`src/rtl/envelope_bank_if.sv`:
```
// Event/level bundle between the note allocator, envelope_bank and the per-voice VCAs.
// Also carries the shared ADSR parameter record type (package PARAMETER).
interface envelope_bank_if #(
    parameter int unsigned VOICES = 8,
    parameter int unsigned WIDTH  = 24
);
    logic                         sample_tick;
    logic [VOICES-1:0]            note_on;
    logic [VOICES-1:0]            note_off;
    logic                         busy;
    logic [VOICES-1:0][WIDTH-1:0] envelope;
    logic [VOICES-1:0]            envelope_end;

    modport master (
        output sample_tick,
        output note_on,
        output note_off,
        input  busy,
        input  envelope,
        input  envelope_end
    );

    modport slave (
        input  sample_tick,
        input  note_on,
        input  note_off,
        output busy,
        output envelope,
        output envelope_end
    );
endinterface

package PARAMETER;
    typedef struct packed {
        logic [6:0] attack_time;
        logic [6:0] decay_time;
        logic [6:0] sustain_level;
        logic [6:0] release_time;
    } parameter_t;
endpackage

```
`src/rtl/envelope_bank.sv`:
```
// Time-multiplexed ADSR envelope bank: one shared datapath services VOICES channels per sweep.
// Define ENVELOPE_BANK_HARD_RETRIGGER_EN to restart attack from zero on note_on (else legato).
module envelope_bank #(
    parameter int unsigned VOICES = 8,
    parameter int unsigned WIDTH  = 24
) (
    input  logic                  clock_50_000_000,
    input  logic                  reset_l,
    input  PARAMETER::parameter_t parameters,
    envelope_bank_if.slave        bus_io
);

    localparam int unsigned     IdxW    = (VOICES > 1) ? $clog2(VOICES) : 1;
    localparam logic [WIDTH:0]  Full    = {1'b0, {WIDTH{1'b1}}};
    localparam logic [IdxW-1:0] LastIdx = IdxW'(VOICES - 1);

    typedef enum logic {SwIdle, SwRun} sweep_e;
    typedef enum logic [2:0] {StIdle, StAttack, StDecay, StSustain, StRelease} voice_e;

    // Step size for a 7-bit time field; only its upper five bits select the shift.
    function automatic logic [WIDTH:0] step_of(input logic [4:0] shift);
        logic [WIDTH:0] s;
        s = Full >> shift;
        if (s == '0) begin
            s = (WIDTH + 1)'(1);
        end
        return s;
    endfunction

    sweep_e                       sweep_q, sweep_d;
    logic [IdxW-1:0]              idx_q, idx_d;
    voice_e                       state_q [VOICES];
    voice_e                       state_d [VOICES];
    logic [VOICES-1:0][WIDTH-1:0] env_q, env_d;
    logic [VOICES-1:0]            pend_on_q, pend_on_d;
    logic [VOICES-1:0]            pend_off_q, pend_off_d;
    logic [VOICES-1:0]            end_q, end_d;

    logic [WIDTH:0] step_a, step_d, step_r, target;
    logic [WIDTH:0] cur_lvl, sum, diff;
    logic [WIDTH-1:0] new_lvl;
    voice_e         cur_state, new_state;
    logic           svc_on, svc_off, fin;

    assign step_a = step_of(parameters.attack_time[6:2]);
    assign step_d = step_of(parameters.decay_time[6:2]);
    assign step_r = step_of(parameters.release_time[6:2]);

    always_comb begin
        if (parameters.sustain_level == 7'h7f) begin
            target = Full;
        end else begin
            target = {1'b0, parameters.sustain_level, {(WIDTH - 7){1'b0}}};
        end
    end

    // Sweep sequencer: a tick while running is dropped, not queued.
    always_comb begin
        sweep_d = sweep_q;
        idx_d   = idx_q;
        unique case (sweep_q)
            SwIdle: begin
                if (bus_io.sample_tick) begin
                    sweep_d = SwRun;
                    idx_d   = '0;
                end
            end
            SwRun: begin
                if (idx_q == LastIdx) begin
                    sweep_d = SwIdle;
                    idx_d   = '0;
                end else begin
                    idx_d = idx_q + IdxW'(1);
                end
            end
            default: begin
                sweep_d = SwIdle;
                idx_d   = '0;
            end
        endcase
    end

    // Shared service datapath for the voice selected by idx_q.
    always_comb begin
        svc_on    = pend_on_q[idx_q];
        svc_off   = pend_off_q[idx_q];
        cur_state = state_q[idx_q];
        cur_lvl   = {1'b0, env_q[idx_q]};
        sum       = '0;
        diff      = '0;
        fin       = 1'b0;

        if (svc_on) begin
`ifdef ENVELOPE_BANK_HARD_RETRIGGER_EN
            cur_lvl = '0;
`endif
            cur_state = StAttack;
        end else if (svc_off && (cur_state inside {StAttack, StDecay, StSustain})) begin
            cur_state = StRelease;
        end

        new_state = cur_state;
        new_lvl   = cur_lvl[WIDTH-1:0];

        case (cur_state)
            StAttack: begin
                sum = cur_lvl + step_a;
                if (sum >= Full) begin
                    new_lvl   = Full[WIDTH-1:0];
                    new_state = StDecay;
                end else begin
                    new_lvl = sum[WIDTH-1:0];
                end
            end
            StDecay: begin
                diff = (cur_lvl > step_d) ? (cur_lvl - step_d) : '0;
                if (diff <= target) begin
                    new_lvl   = target[WIDTH-1:0];
                    new_state = StSustain;
                end else begin
                    new_lvl = diff[WIDTH-1:0];
                end
            end
            StSustain: begin
                new_lvl = target[WIDTH-1:0];
            end
            StRelease: begin
                if (cur_lvl <= step_r) begin
                    new_lvl   = '0;
                    new_state = StIdle;
                    fin       = 1'b1;
                end else begin
                    diff    = cur_lvl - step_r;
                    new_lvl = diff[WIDTH-1:0];
                end
            end
            default: begin
                new_lvl   = '0;
                new_state = StIdle;
            end
        endcase
    end

    // Pending events: on beats a simultaneous off; a pulse in the service cycle re-arms.
    always_comb begin
        state_d    = state_q;
        env_d      = env_q;
        end_d      = '0;
        pend_on_d  = pend_on_q | bus_io.note_on;
        pend_off_d = (pend_off_q | bus_io.note_off) & ~bus_io.note_on;
        if (sweep_q == SwRun) begin
            state_d[idx_q]    = new_state;
            env_d[idx_q]      = new_lvl;
            end_d[idx_q]      = fin;
            pend_on_d[idx_q]  = bus_io.note_on[idx_q];
            pend_off_d[idx_q] = bus_io.note_off[idx_q] & ~bus_io.note_on[idx_q];
        end
    end

    always_ff @(posedge clock_50_000_000 or negedge reset_l) begin
        if (!reset_l) begin
            sweep_q    <= SwIdle;
            idx_q      <= '0;
            env_q      <= '0;
            pend_on_q  <= '0;
            pend_off_q <= '0;
            end_q      <= '0;
            for (int unsigned v = 0; v < VOICES; v++) begin
                state_q[v] <= StIdle;
            end
        end else begin
            sweep_q    <= sweep_d;
            idx_q      <= idx_d;
            env_q      <= env_d;
            pend_on_q  <= pend_on_d;
            pend_off_q <= pend_off_d;
            end_q      <= end_d;
            state_q    <= state_d;
        end
    end

    assign bus_io.busy         = (sweep_q == SwRun);
    assign bus_io.envelope     = env_q;
    assign bus_io.envelope_end = end_q;

endmodule

```
`src/flat_wrapper.sv`:
```
// flat-port wrapper written by rule: the top's interface ports become plain ports
module envelope_bank_flat 
#(
    parameter int unsigned VOICES = 8,
    parameter int unsigned WIDTH  = 24
)
  (clock_50_000_000, reset_l, parameters, bus_io_sample_tick, bus_io_note_on, bus_io_note_off, bus_io_busy, bus_io_envelope, bus_io_envelope_end);
  envelope_bank_if #(.VOICES(VOICES), .WIDTH(WIDTH)) bus_io_i ();
  input  logic clock_50_000_000;
  input  logic reset_l;
  input  PARAMETER::parameter_t parameters;
  input wire logic [$bits(bus_io_i.sample_tick)-1:0] bus_io_sample_tick;
  input wire logic [$bits(bus_io_i.note_on)-1:0] bus_io_note_on;
  input wire logic [$bits(bus_io_i.note_off)-1:0] bus_io_note_off;
  output wire logic [$bits(bus_io_i.busy)-1:0] bus_io_busy;
  output wire logic [$bits(bus_io_i.envelope)-1:0] bus_io_envelope;
  output wire logic [$bits(bus_io_i.envelope_end)-1:0] bus_io_envelope_end;
  assign bus_io_i.sample_tick = bus_io_sample_tick;
  assign bus_io_i.note_on = bus_io_note_on;
  assign bus_io_i.note_off = bus_io_note_off;
  assign bus_io_busy = bus_io_i.busy;
  assign bus_io_envelope = bus_io_i.envelope;
  assign bus_io_envelope_end = bus_io_i.envelope_end;
  envelope_bank #(.VOICES(VOICES), .WIDTH(WIDTH)) u_core (.clock_50_000_000(clock_50_000_000), .reset_l(reset_l), .parameters(parameters), .bus_io(bus_io_i));
endmodule
```
`config.mk`:
```
export PLATFORM = sky130hd
export DESIGN_NAME = envelope_bank_flat
export DESIGN_NICKNAME = d
export VERILOG_FILES = /design/src/rtl/envelope_bank_if.sv /design/src/rtl/envelope_bank.sv /design/src/flat_wrapper.sv
export SDC_FILE = /design/constraint.sdc
export NUM_CORES = 1
export LEC_CHECK = 0
export BUFFER_PORTS_ARGS = -buffer_cell sky130_fd_sc_hd__buf_4
export CAP_MARGIN = 10
export CORE_MARGIN = 1.5
export CORE_UTILIZATION = 58
export CTS_CLUSTER_SIZE = 20
export DETAILED_ROUTE_END_ITERATION = 10
export GPL_ROUTABILITY_DRIVEN = 0
export GPL_TIMING_DRIVEN = 1
export MAX_ROUTING_LAYER = met4
export PLACE_DENSITY = 0.85
export SLEW_MARGIN = 20
export SYNTH_ARGS = -nofsm -noshare
export SYNTH_HDL_FRONTEND = slang
export SYNTH_SLANG_ARGS = --single-unit
export TNS_END_PERCENT = 50
```
`constraint.sdc`:
```
create_clock -name clock_50_000_000 -period 9.85 [get_ports clock_50_000_000]
set_input_delay 1.4775 -clock clock_50_000_000 [delete_from_list [all_inputs] [get_ports clock_50_000_000]]
set_output_delay 1.4775 -clock clock_50_000_000 [all_outputs]
set_load 0.03 [all_outputs]
```
==> results of run 1 <==
kinds of logic (layout without fill, tap and decap cells):
group / after synthesis / after routing
flops: 244 / 244
fa+ha+maj: 101 / 101
other cells: 1 / 4
compound gates: 702 / 702
buf+inv: 171 / 375
xor+xnor: 48 / 48
simple gates: 643 / 643
mux: 30 / 30
placed cells by master, fill, tap and decap left out, types with 12 or more instances in the layout:
cell,instances
a21o_1,43
a22oi_1,109
nor2_1,129
o21bai_1,12
ha_1,98
a31oi_1,16
mux2_2,16
or3_1,16
nand2_1,291
o21ai_0,266
a221oi_1,15
nand3_1,22
and2_1,13
inv_1,41
dfrtp_1,244
xor2_1,25
o21a_1,17
a211oi_1,13
o31ai_1,12
nor3_1,18
and3_1,20
nand4_1,39
clkbuf_16,25
a21oi_1,106
xnor2_1,23
buf_4,287
nand2b_1,15
state kept, by name, summed over array words and instances, names as in the netlist:
| name | cells |
|---|---|
| u_core.bus_io.envelope | 192 |
| u_core.state_q | 24 |
| u_core.bus_io.envelope_end | 8 |
| u_core.pend_off_q | 8 |
| u_core.pend_on_q | 8 |
| u_core.idx_q | 3 |
| u_core.bus_io.busy | 1 |
worst paths after layout:
path                            cells past startpoint                                       to                           from  slack (ns)
worst max-delay path                               24  u_core.bus_io.envelope[171]$_DFFE_PN0P_    u_core.idx_q[0]$_DFFE_PN0P_        0.79
min in group asynchronous                           1  u_core.bus_io.envelope[166]$_DFFE_PN0P_                        reset_l        0.96
worst min register to register                      2            u_core.state_q[0]$_DFFE_PN0P_  u_core.state_q[0]$_DFFE_PN0P_        0.48
worst min-delay path                                2            u_core.state_q[0]$_DFFE_PN0P_  u_core.state_q[0]$_DFFE_PN0P_        0.48
max in group asynchronous                           3   u_core.bus_io.envelope[84]$_DFFE_PN0P_                        reset_l        6.64
worst max register to register                     24  u_core.bus_io.envelope[171]$_DFFE_PN0P_    u_core.idx_q[0]$_DFFE_PN0P_        0.79
through the flow:
stage / hold slack [ns] / util (%) / instance area (um^2) / cells / setup WS, ns
after CTS: 0.479 / 69.6 / 19300 / 2522 / 1.12
final: 0.480 / 69.6 / 19300 / 2525 / 0.792
after detailed placement: 0.464 / 66.7 / 18500 / 2480 / 1.15
after global placement: 0.455 / 66.7 / 18500 / 2480 / 1.43
after global routing: 0.512 / 69.6 / 19300 / 2525 / 0.559
after floorplan: 0.442 / - / 16300 / 1942 / 1.81
routing by layer:
layer  global-route usage (%)  share of wire [%]  vias up
met2                     59.2                 43     1178
met5                        -                  0        -
met3                     9.16                 13      279
li1                         -                  -     7464
met1                     50.4                 36     8020
met4                     24.8                7.3        0
critical path, stage by stage, from the launching register on:
cell      delay (ns)
dfrtp_1         0.80
inv_1           0.47
nor3_2          0.33
buf_4           0.39
a22oi_1         0.15
nand4_1         0.40
ha_1            0.41
a211oi_1        0.28
o21bai_1        0.13
o31a_1          0.29
a31oi_1         0.28
and3b_1         0.46
or2_2           0.47
nor2_1          0.13
ha_1            0.32
a21o_1          0.17
a21o_1          0.18
a211o_1         0.29
a221o_1         0.34
a22oi_1         0.16
a31oi_1         0.27
nor2_2          0.73
mux2_2          0.45
a221oi_2        0.75
o21ai_0         0.19
area by class of cell:
type                       instances  area (um^2)
clock inverter                     5         82.6
sequential                       244         6110
fill                            2138         8420
timing repair buffer             290         2180
multi-input combinational       1527         9570
inverter                          43          161
clock buffer                      37          711
tap                              378          473
antenna                            1         2.50
==> run summary, run 1 <==
GRT Overall Usage: 40.2%
Least-Margin Pin Slew: 1.14 ns
final WL: 57,300 um
initial core utilization: 58.8%
crit start category: flip-flop
Cell Area, Synth: 16,300 um^2
most frequent cell after synthesis: nand2_1
Post-route DRC: 0
via count: 16,900
CTS sink count: 244
final slew viol count: 0
Main synth FF type: dfrtp_1
Max Cap Viol: 0
largest family of logic cells by synthesized area: compound AO/OA/AOI/OAI gates
core area: 27,700 um^2
Synth warnings: 0
Post-synth EDFFs: 0
initial antenna violation count: 1
Root Buffer Master: clkbuf_16
unrepaired setup endpoints after global routing: false
CP arrival: 9.41 ns
clock-pin slew on the worst setup and hold paths: 0.06 ns
# Post-CTS Setup Buffers: 0
fin crit period: 9.06 ns
H-tree Lvls: 1
global-route wire length before repair: 87,900 um
CTS tree: built
share of cells above drive strength 1: 17.9%
Clock Path Buffers: 3
Routed Antenna Nets: 0
IO Pins: 248
Avg Vias per Cell: 6.71
xor-xnor portion of the synthesized cell area: 2.58%
Fin Setup TNS: 0 ns
final setup violation count: 0
FFs w/ async S/R, synth: 100%
Cells after Synth: 1,940
Final Cycle Share: 92.0%
vias in the first global route: 15,900
die area: 29,100 um^2
dominant cells by area after synthesis: dfrtp_1 38%, o21ai_0 8.2%, ha_1 7.5%
post-synthesis mux area share: 2.15%
post-DP HPWL: 41,600 um
simple-gate share of the synthesized area: 18.3%
final hold violations: 0
clock skew: 0.0130 ns
DIE HEIGHT: 171 um
Die X: 171 um
status: completed
# nets final: 2,279
Synth Area in Compound Gates: 27.5%
initial DRC count: 2,503
drt wl/cell: 22.7 um
clk_lat worst skew: 0.52 ns
Resized Gates After CTS: 0
CP max FO: 24
register area share after synthesis: 37.5%
Rel. slew slack: 24.0%
Synth area leader: dfrtp_1
synthesized area per cell: 8.39 um^2
kind of end point of the critical path: flip-flop
Std-Cell Rows: 61
grt total ovfl: 0
Critical Path RT: 10.20 ns
Adder-Cell Fraction of Synth Area: 7.90%
Min-Delay Path Class: flip-flop to flip-flop
Max Clk Rate: 0.110 GHz
Netlist cell types: 83
leading cell types by count after synthesis: 293 x nand2_1, 266 x o21ai_0, 244 x dfrtp_1, 129 x nor2_1, 120 x clkbuf_1
number of buffers inserted by port buffering: 241
largest net degree at the start of global routing: 113
critical path class: flip-flop to flip-flop
register bit total from synthesis: 244
drt pass-1 iters: 6
Yosys top cell area share: 37.5%
Area growth, synth to finish: 18.5%
# hold bufs at CTS: 0
CTS buffer count: 25
Power of run 1 is left out: the tool's default activity adds up to more than one toggle a clock period on the data nets, which glitch-free logic cannot reach.
==> run 2: changes to the inputs <==
Settings changed: CORE_UTILIZATION 58 to 40, PLACE_DENSITY 0.85 to 0.64.
==> run 2 against run 1 <==
Compared with the run above:
- global-route usage shrank 10 points
- worst hold slack lost 0.0032 ns
- maximum frequency grew 4.2%
- utilization shrank 21 points
- non-clock buffer count shrank 7
- critical path type unchanged
- final cell count grew 5.9%
- routed wire length grew 7.8%
- sequential cell count is the same
- cell area grew 1.3%
- die area grew 44%
- clock-buffer cell count grew 8
==> run summary, run 2 (synthesis gave the netlist of run 1 again) <==
status: completed
final setup violation count: 0 (unchanged)
CP max stage delay: 1.03 ns (+0.23 ns)
Min-Delay Path Class: flip-flop to flip-flop
share of cells above drive strength 1: 18.3% (+0.41 points)
clock skew: 0.0257 ns (+0.0127 ns)
drt wl/cell: 23.1 um (+1.8%)
initial core utilization: 40.8% (-18 points)
Fin Setup TNS: 0 ns (unchanged)
Die X: 205 um (+20%)
Avg Vias per Cell: 6.06 (-9.7%)
via count: 16,200 (-4.4%)
register-to-register setup slack: 1.16 ns (+0.36 ns)
post-DP HPWL: 45,500 um (+9.5%)
vias in the first global route: 15,400 (-3.0%)
Critical Path RT: 10.26 ns (+0.06 ns)
GRT Overall Usage: 29.7% (-10 points)
Hold Path End: u_core.state_q[7]$_DFFE_PN0P_
r2r worst-path depth: 25 (+4.2%)
R2R Path Start: u_core.idx_q[2]$_DFFE_PN0P_
IO Pins: 248 (unchanged)
Hold Path Stages: 2 (unchanged)
CTS buffer count: 27 (+8.0%)
CP max stage cell: dfrtp_1
# Post-CTS Setup Buffers: 0 (unchanged)
final WL: 61,700 um (+7.8%)
largest net degree at the start of global routing: 110 (-2.7%)
crit start category: flip-flop
Post-route DRC: 0 (unchanged)
drt pass-1 iters: 7 (+1)
CP arrival: 9.10 ns (-0.31 ns)
global-route wire length before repair: 92,800 um (+5.6%)
Max Cap Viol: 0 (unchanged)
H-tree Lvls: 1 (unchanged)
final hold violations: 0 (unchanged)
# nets final: 2,274 (-0.22%)
Resized Gates After CTS: 0 (unchanged)
CTS sink count: 244 (unchanged)
Root Buffer Master: clkbuf_16
unrepaired setup endpoints after global routing: false
initial antenna violation count: 0 (-1)
max reg flops: 192 (unchanged)
post-route cell area: 19,500 um^2 (+1.3%)
Std-Cell Rows: 73 (+20%)
CTS tree: built
most frequent cells in the layout: 285 x nand2_1, 282 x buf_4, 266 x o21ai_0, 244 x dfrtp_1, 129 x nor2_1
initial DRC count: 1,603 (-36%)
grt total ovfl: 0 (unchanged)
Hold Path Origin: u_core.state_q[7]$_DFFE_PN0P_
Clock Path Buffers: 3 (unchanged)
number of buffers inserted by port buffering: 241 (unchanged)
critical path class: flip-flop to flip-flop
Rel. slew slack: 24.4% (+0.39 points)
Area growth, synth to finish: 20.1%
final slew viol count: 0 (unchanged)
die area: 41,900 um^2 (+44%)
pre-CTS setup slack: 1.37 ns (+0.211 ns)
clk_lat worst skew: 0.57 ns (+0.05 ns)
clock-pin slew on the worst setup and hold paths: 0.06 ns (about the same)
CP max FO: 24 (unchanged)
Least-Margin Pin Slew: 1.13 ns (-0.00588 ns)
Routed Antenna Nets: 0 (unchanged)
core area: 39,900 um^2 (+44%)
R2R Path End: u_core.bus_io.envelope[187]$_DFFE_PN0P_
dpl cell area: 18,600 um^2 (+0.85%)
DIE HEIGHT: 205 um (+20%)
most common cell after layout, fill and taps aside: nand2_1
Final Cycle Share: 88.3% (-3.7 points)
kind of end point of the critical path: flip-flop
# hold bufs at CTS: 0 (unchanged)
Max Clk Rate: 0.115 GHz (+4.2%)
fin crit period: 8.69 ns (-0.363 ns)
# fillers: 3,844 (+80%)
Setup WS post-layout: 1.16 ns (+0.363 ns)
run 2: changes by cell type in the layout (fill, tap and decap cells not counted), moves of 2 or more:
cell	delta
clkbuf_8	+6
clkbuf_16	+2
bufinv_16	-2
buf_4	-5
nand2_1	-6
clkinv_2	+2
nand2_2	+5
run 2: worst max path at each step:
| stage | from | endpoint | slack [ns] | cells after the start |
|---|---|---|---|---|
| finish | u_core.idx_q[2]$_DFFE_PN0P_ | u_core.bus_io.envelope[187]$_DFFE_PN0P_ | 1.16 | 25 |
| global route | u_core.idx_q[2]$_DFFE_PN0P_ | u_core.bus_io.envelope[81]$_DFFE_PN0P_ | 0.77 | 26 |
| CTS | u_core.idx_q[2]$_DFFE_PN0P_ | u_core.bus_io.envelope[187]$_DFFE_PN0P_ | 1.36 | 25 |
| detailed placement | u_core.idx_q[2]$_DFFE_PN0P_ | u_core.bus_io.envelope[187]$_DFFE_PN0P_ | 1.37 | 25 |
| global placement | u_core.idx_q[2]$_DFFE_PN0P_ | u_core.bus_io.envelope[67]$_DFFE_PN0P_ | 1.48 | 25 |
| floorplan | u_core.idx_q[1]$_DFFE_PN0P_ | u_core.bus_io.envelope[115]$_DFFE_PN0P_ | 1.81 | 32 |
run 2: layout make-up:
class | instances | area [um^2] | share of cell area, %
Clock inverter | 5 | 43.8 | 0.224
Sequential cell | 244 | 6110 | 31.2
Tap cell | 525 | 657 | 3.36
Antenna cell | 1 | 2.50 | 0.0128
Clock buffer | 45 | 843 | 4.31
Multi-Input combinational cell | 1527 | 9600 | 49.1
Timing Repair Buffer | 283 | 2130 | 10.9
Inverter | 43 | 161 | 0.826
run 2: critical path: cells and delay by family (launching register included):
family,cells,cell delay (ns)
AOI/OAI and AO/OA,13,3.23
adders and majority gates,2,0.74
buffers and inverters,3,1.00
DFF,1,1.03
muxes,1,0.37
and+or+nand+nor,6,2.10
run 2: layer usage:
metal  track usage [%]  up-vias  share of wire (%)
met4              9.38        0                3.0
met3              6.94      108                 10
met1              39.9     7896                 43
met2              44.3      728                 44
li1                  -     7467                  -
met5                 -        -                  0
run 2: per-stage QoR:
| stage | hold WS (ns) | util [%] | instances |
|---|---|---|---|
| global placement | 0.455 | 46.7 | 2621 |
| CTS | 0.481 | 48.9 | 2671 |
| floorplan | 0.442 | - | 1942 |
| detailed placement | 0.466 | 46.7 | 2621 |
| finish | 0.477 | 49.0 | 2673 |
| global route | 0.508 | 49.0 | 2672 |
Power of run 2 is left out for the same reason.
==> run 3: changes to the inputs <==
Settings changed: ABC_CLOCK_PERIOD_IN_PS from default to 9850, CTS_BUF_LIST from default to sky130_fd_sc_hd__clkbuf_8, GPL_ROUTABILITY_DRIVEN 0 to default.
==> run 3 against run 2 <==
Compared with the run above:
- worst hold slack worse by 0.0011 ns
- utilization up 0.13 points
- sequential cell count unchanged
- global-route usage up 1.4 points
- register-to-register slack better by 0.23 ns
- sequential share of layout area down 0.082 points
- non-clock buffer count up 9
==> run summary, run 3 (synthesis gave the netlist of run 1 again) <==
final setup violation count: 0 (unchanged)
initial core utilization: 40.8% (unchanged)
core area: 39,900 um^2 (unchanged)
grt total ovfl: 0 (unchanged)
most common cell after layout, fill and taps aside: buf_4
unrepaired setup endpoints after global routing: false
Root Buffer Master: clkbuf_8
fin crit period: 8.46 ns (-0.233 ns)
Area growth, synth to finish: 20.4%
CP arrival: 8.86 ns (-0.24 ns)
clock skew: 0.0334 ns (+0.00769 ns)
Max Clk Rate: 0.118 GHz (+2.8%)
Min-Delay Path Class: flip-flop to flip-flop
total area of sequential cells: 6110 um^2 (unchanged)
Critical Path RT: 10.25 ns (about the same)
number of buffers inserted by port buffering: 241 (unchanged)
# nets final: 2,299 (+1.1%)
Avg Vias per Cell: 6.01 (-0.76%)
die area: 41,900 um^2 (unchanged)
post-layout util: 49.1% (+0.13 points)
Critical path buffers and inverters: 4 (+1)
Rel. slew slack: 24.3% (-0.061 points)
initial DRC count: 1,251 (-22%)
dpl cell area: 18,700 um^2 (+0.36%)
final hold violations: 0 (unchanged)
Critical Path Most Common Cell: buf_4
IO Pins: 248 (unchanged)
Post-route DRC: 0 (unchanged)
Routed Antenna Nets: 0 (unchanged)
final WL: 63,900 um (+3.6%)
antenna cell count: 0 (-1)
clock-pin slew on the worst setup and hold paths: 0.06 ns (about the same)
final slew viol count: 0 (unchanged)
via count: 16,300 (+0.50%)
clk_lat worst skew: 0.57 ns (about the same)
Clock Path Buffers: 3 (unchanged)
CTS buffer count: 43 (+59%)
CP max FO: 28 (+17%)
crit-path leading delay family: compound AO/OA/AOI/OAI gates
Least-Margin Pin Slew: 1.13 ns (+0.000909 ns)
GRT Overall Usage: 31.1% (+1.4 points)
status: completed
multi-input logic area: 9600 um^2 (about the same)
# fillers: 3,852 (+0.21%)
vias in the first global route: 16,000 (+4.0%)
# hold bufs at CTS: 0 (unchanged)
H-tree Lvls: 2 (+1)
Resized Gates After CTS: 0 (unchanged)
CTS sink count: 244 (unchanged)
share of cells above drive strength 1: 19.3% (+0.99 points)
# Post-CTS Setup Buffers: 0 (unchanged)
global-route wire length before repair: 96,500 um (+4.0%)
largest net degree at the start of global routing: 111 (+0.91%)
Die X: 205 um (unchanged)
initial antenna violation count: 0 (unchanged)
Fin Setup TNS: 0 ns (unchanged)
post-DP HPWL: 47,200 um (+3.6%)
critical path class: flip-flop to flip-flop
kind of end point of the critical path: flip-flop
crit start category: flip-flop
max reg flops: 192 (unchanged)
CP max stage cell: dfrtp_1
most frequent cells in the layout: 289 x buf_4, 285 x nand2_1, 266 x o21ai_0, 244 x dfrtp_1, 129 x nor2_1
Final Cycle Share: 85.9% (-2.4 points)
Std-Cell Rows: 73 (unchanged)
post-route cell area: 19,600 um^2 (+0.26%)
CP max stage delay: 0.78 ns (-0.25 ns)
DIE HEIGHT: 205 um (unchanged)
Hold WS: 0.476 ns (-0.00114 ns)
Max Cap Viol: 0 (unchanged)
GPL Wtd Cong: 0.976
CTS tree: built
drt pass-1 iters: 5 (-2)
drt wl/cell: 23.6 um (+2.3%)
==> run 3: changes by cell type in the layout (fill, tap and decap cells not counted), sizes merged <==
cell | before | now
clkinvlp | 0 | 1
diode | 1 | 0
clkbuf | 45 | 58
clkinv | 4 | 5
inv | 44 | 56
buf | 283 | 291
==> run 3: worst paths after layout <==
kind | from | to | slack [ns] | cells after the start
setup / recovery | u_core.idx_q[0]$_DFFE_PN0P_ | u_core.bus_io.envelope[124]$_DFFE_PN0P_ | 1.39 | 26
hold / removal | u_core.state_q[11]$_DFFE_PN0P_ | u_core.state_q[11]$_DFFE_PN0P_ | 0.48 | 2
setup reg to reg | u_core.idx_q[0]$_DFFE_PN0P_ | u_core.bus_io.envelope[124]$_DFFE_PN0P_ | 1.39 | 26
hold reg to reg | u_core.state_q[11]$_DFFE_PN0P_ | u_core.state_q[11]$_DFFE_PN0P_ | 0.48 | 2
max in group asynchronous | reset_l | u_core.bus_io.envelope[65]$_DFFE_PN0P_ | 6.93 | 3
min in group asynchronous | reset_l | u_core.bus_io.envelope[1]$_DFFE_PN0P_ | 0.96 | 1
==> run 3: worst register-to-register path, stage by stage, from the launching register on <==
cell and delay [ns]:
dfrtp_1 0.78, inv_1 0.46, nor3_2 0.26, buf_4 0.47, a22oi_1 0.18, nand4_1 0.32, ha_1 0.42, a211oi_1 0.33
o21bai_1 0.15, o31a_1 0.31, a31oi_1 0.32, and3b_1 0.48, or2_2 0.21, nor2_1 0.05, ha_1 0.30, a21o_1 0.16
a21o_1 0.16, a211o_1 0.29, a221o_1 0.34, a22oi_1 0.14, a31oi_1 0.29, nor2_2 0.66, buf_4 0.30, o31ai_1 0.08
a221oi_1 0.49, buf_4 0.26, o21ai_0 0.09
==> run 3: cell type report <==
type                            instances  area share [%]
Tap cell                              525            3.35
Clock inverter                         19           0.466
Timing Repair Buffer                  292            11.2
Sequential cell                       244            31.2
Clock buffer                           57            4.00
Inverter                               43           0.824
Multi-Input combinational cell       1527            49.0
==> run 3: stage by stage <==
stage | instances | worst slack, ns
6_report | 2707 | 1.39
3_3_place_gp | 2630 | 1.63
2_1_floorplan | 1942 | 1.81
4_1_cts | 2706 | 1.56
3_5_place_dp | 2630 | 1.59
5_1_grt | 2707 | 0.966
==> run 3: layer usage <==
metal / vias up / routed length (um) / track usage [%]
li1: 7522 / - / -
met1: 7969 / 27300 / 40.6
met2: 678 / 28700 / 47.7
met3: 111 / 5720 / 6.89
met4: 0 / 2160 / 10.5
met5: - / 0 / -
Power of run 3 is left out for the same reason.
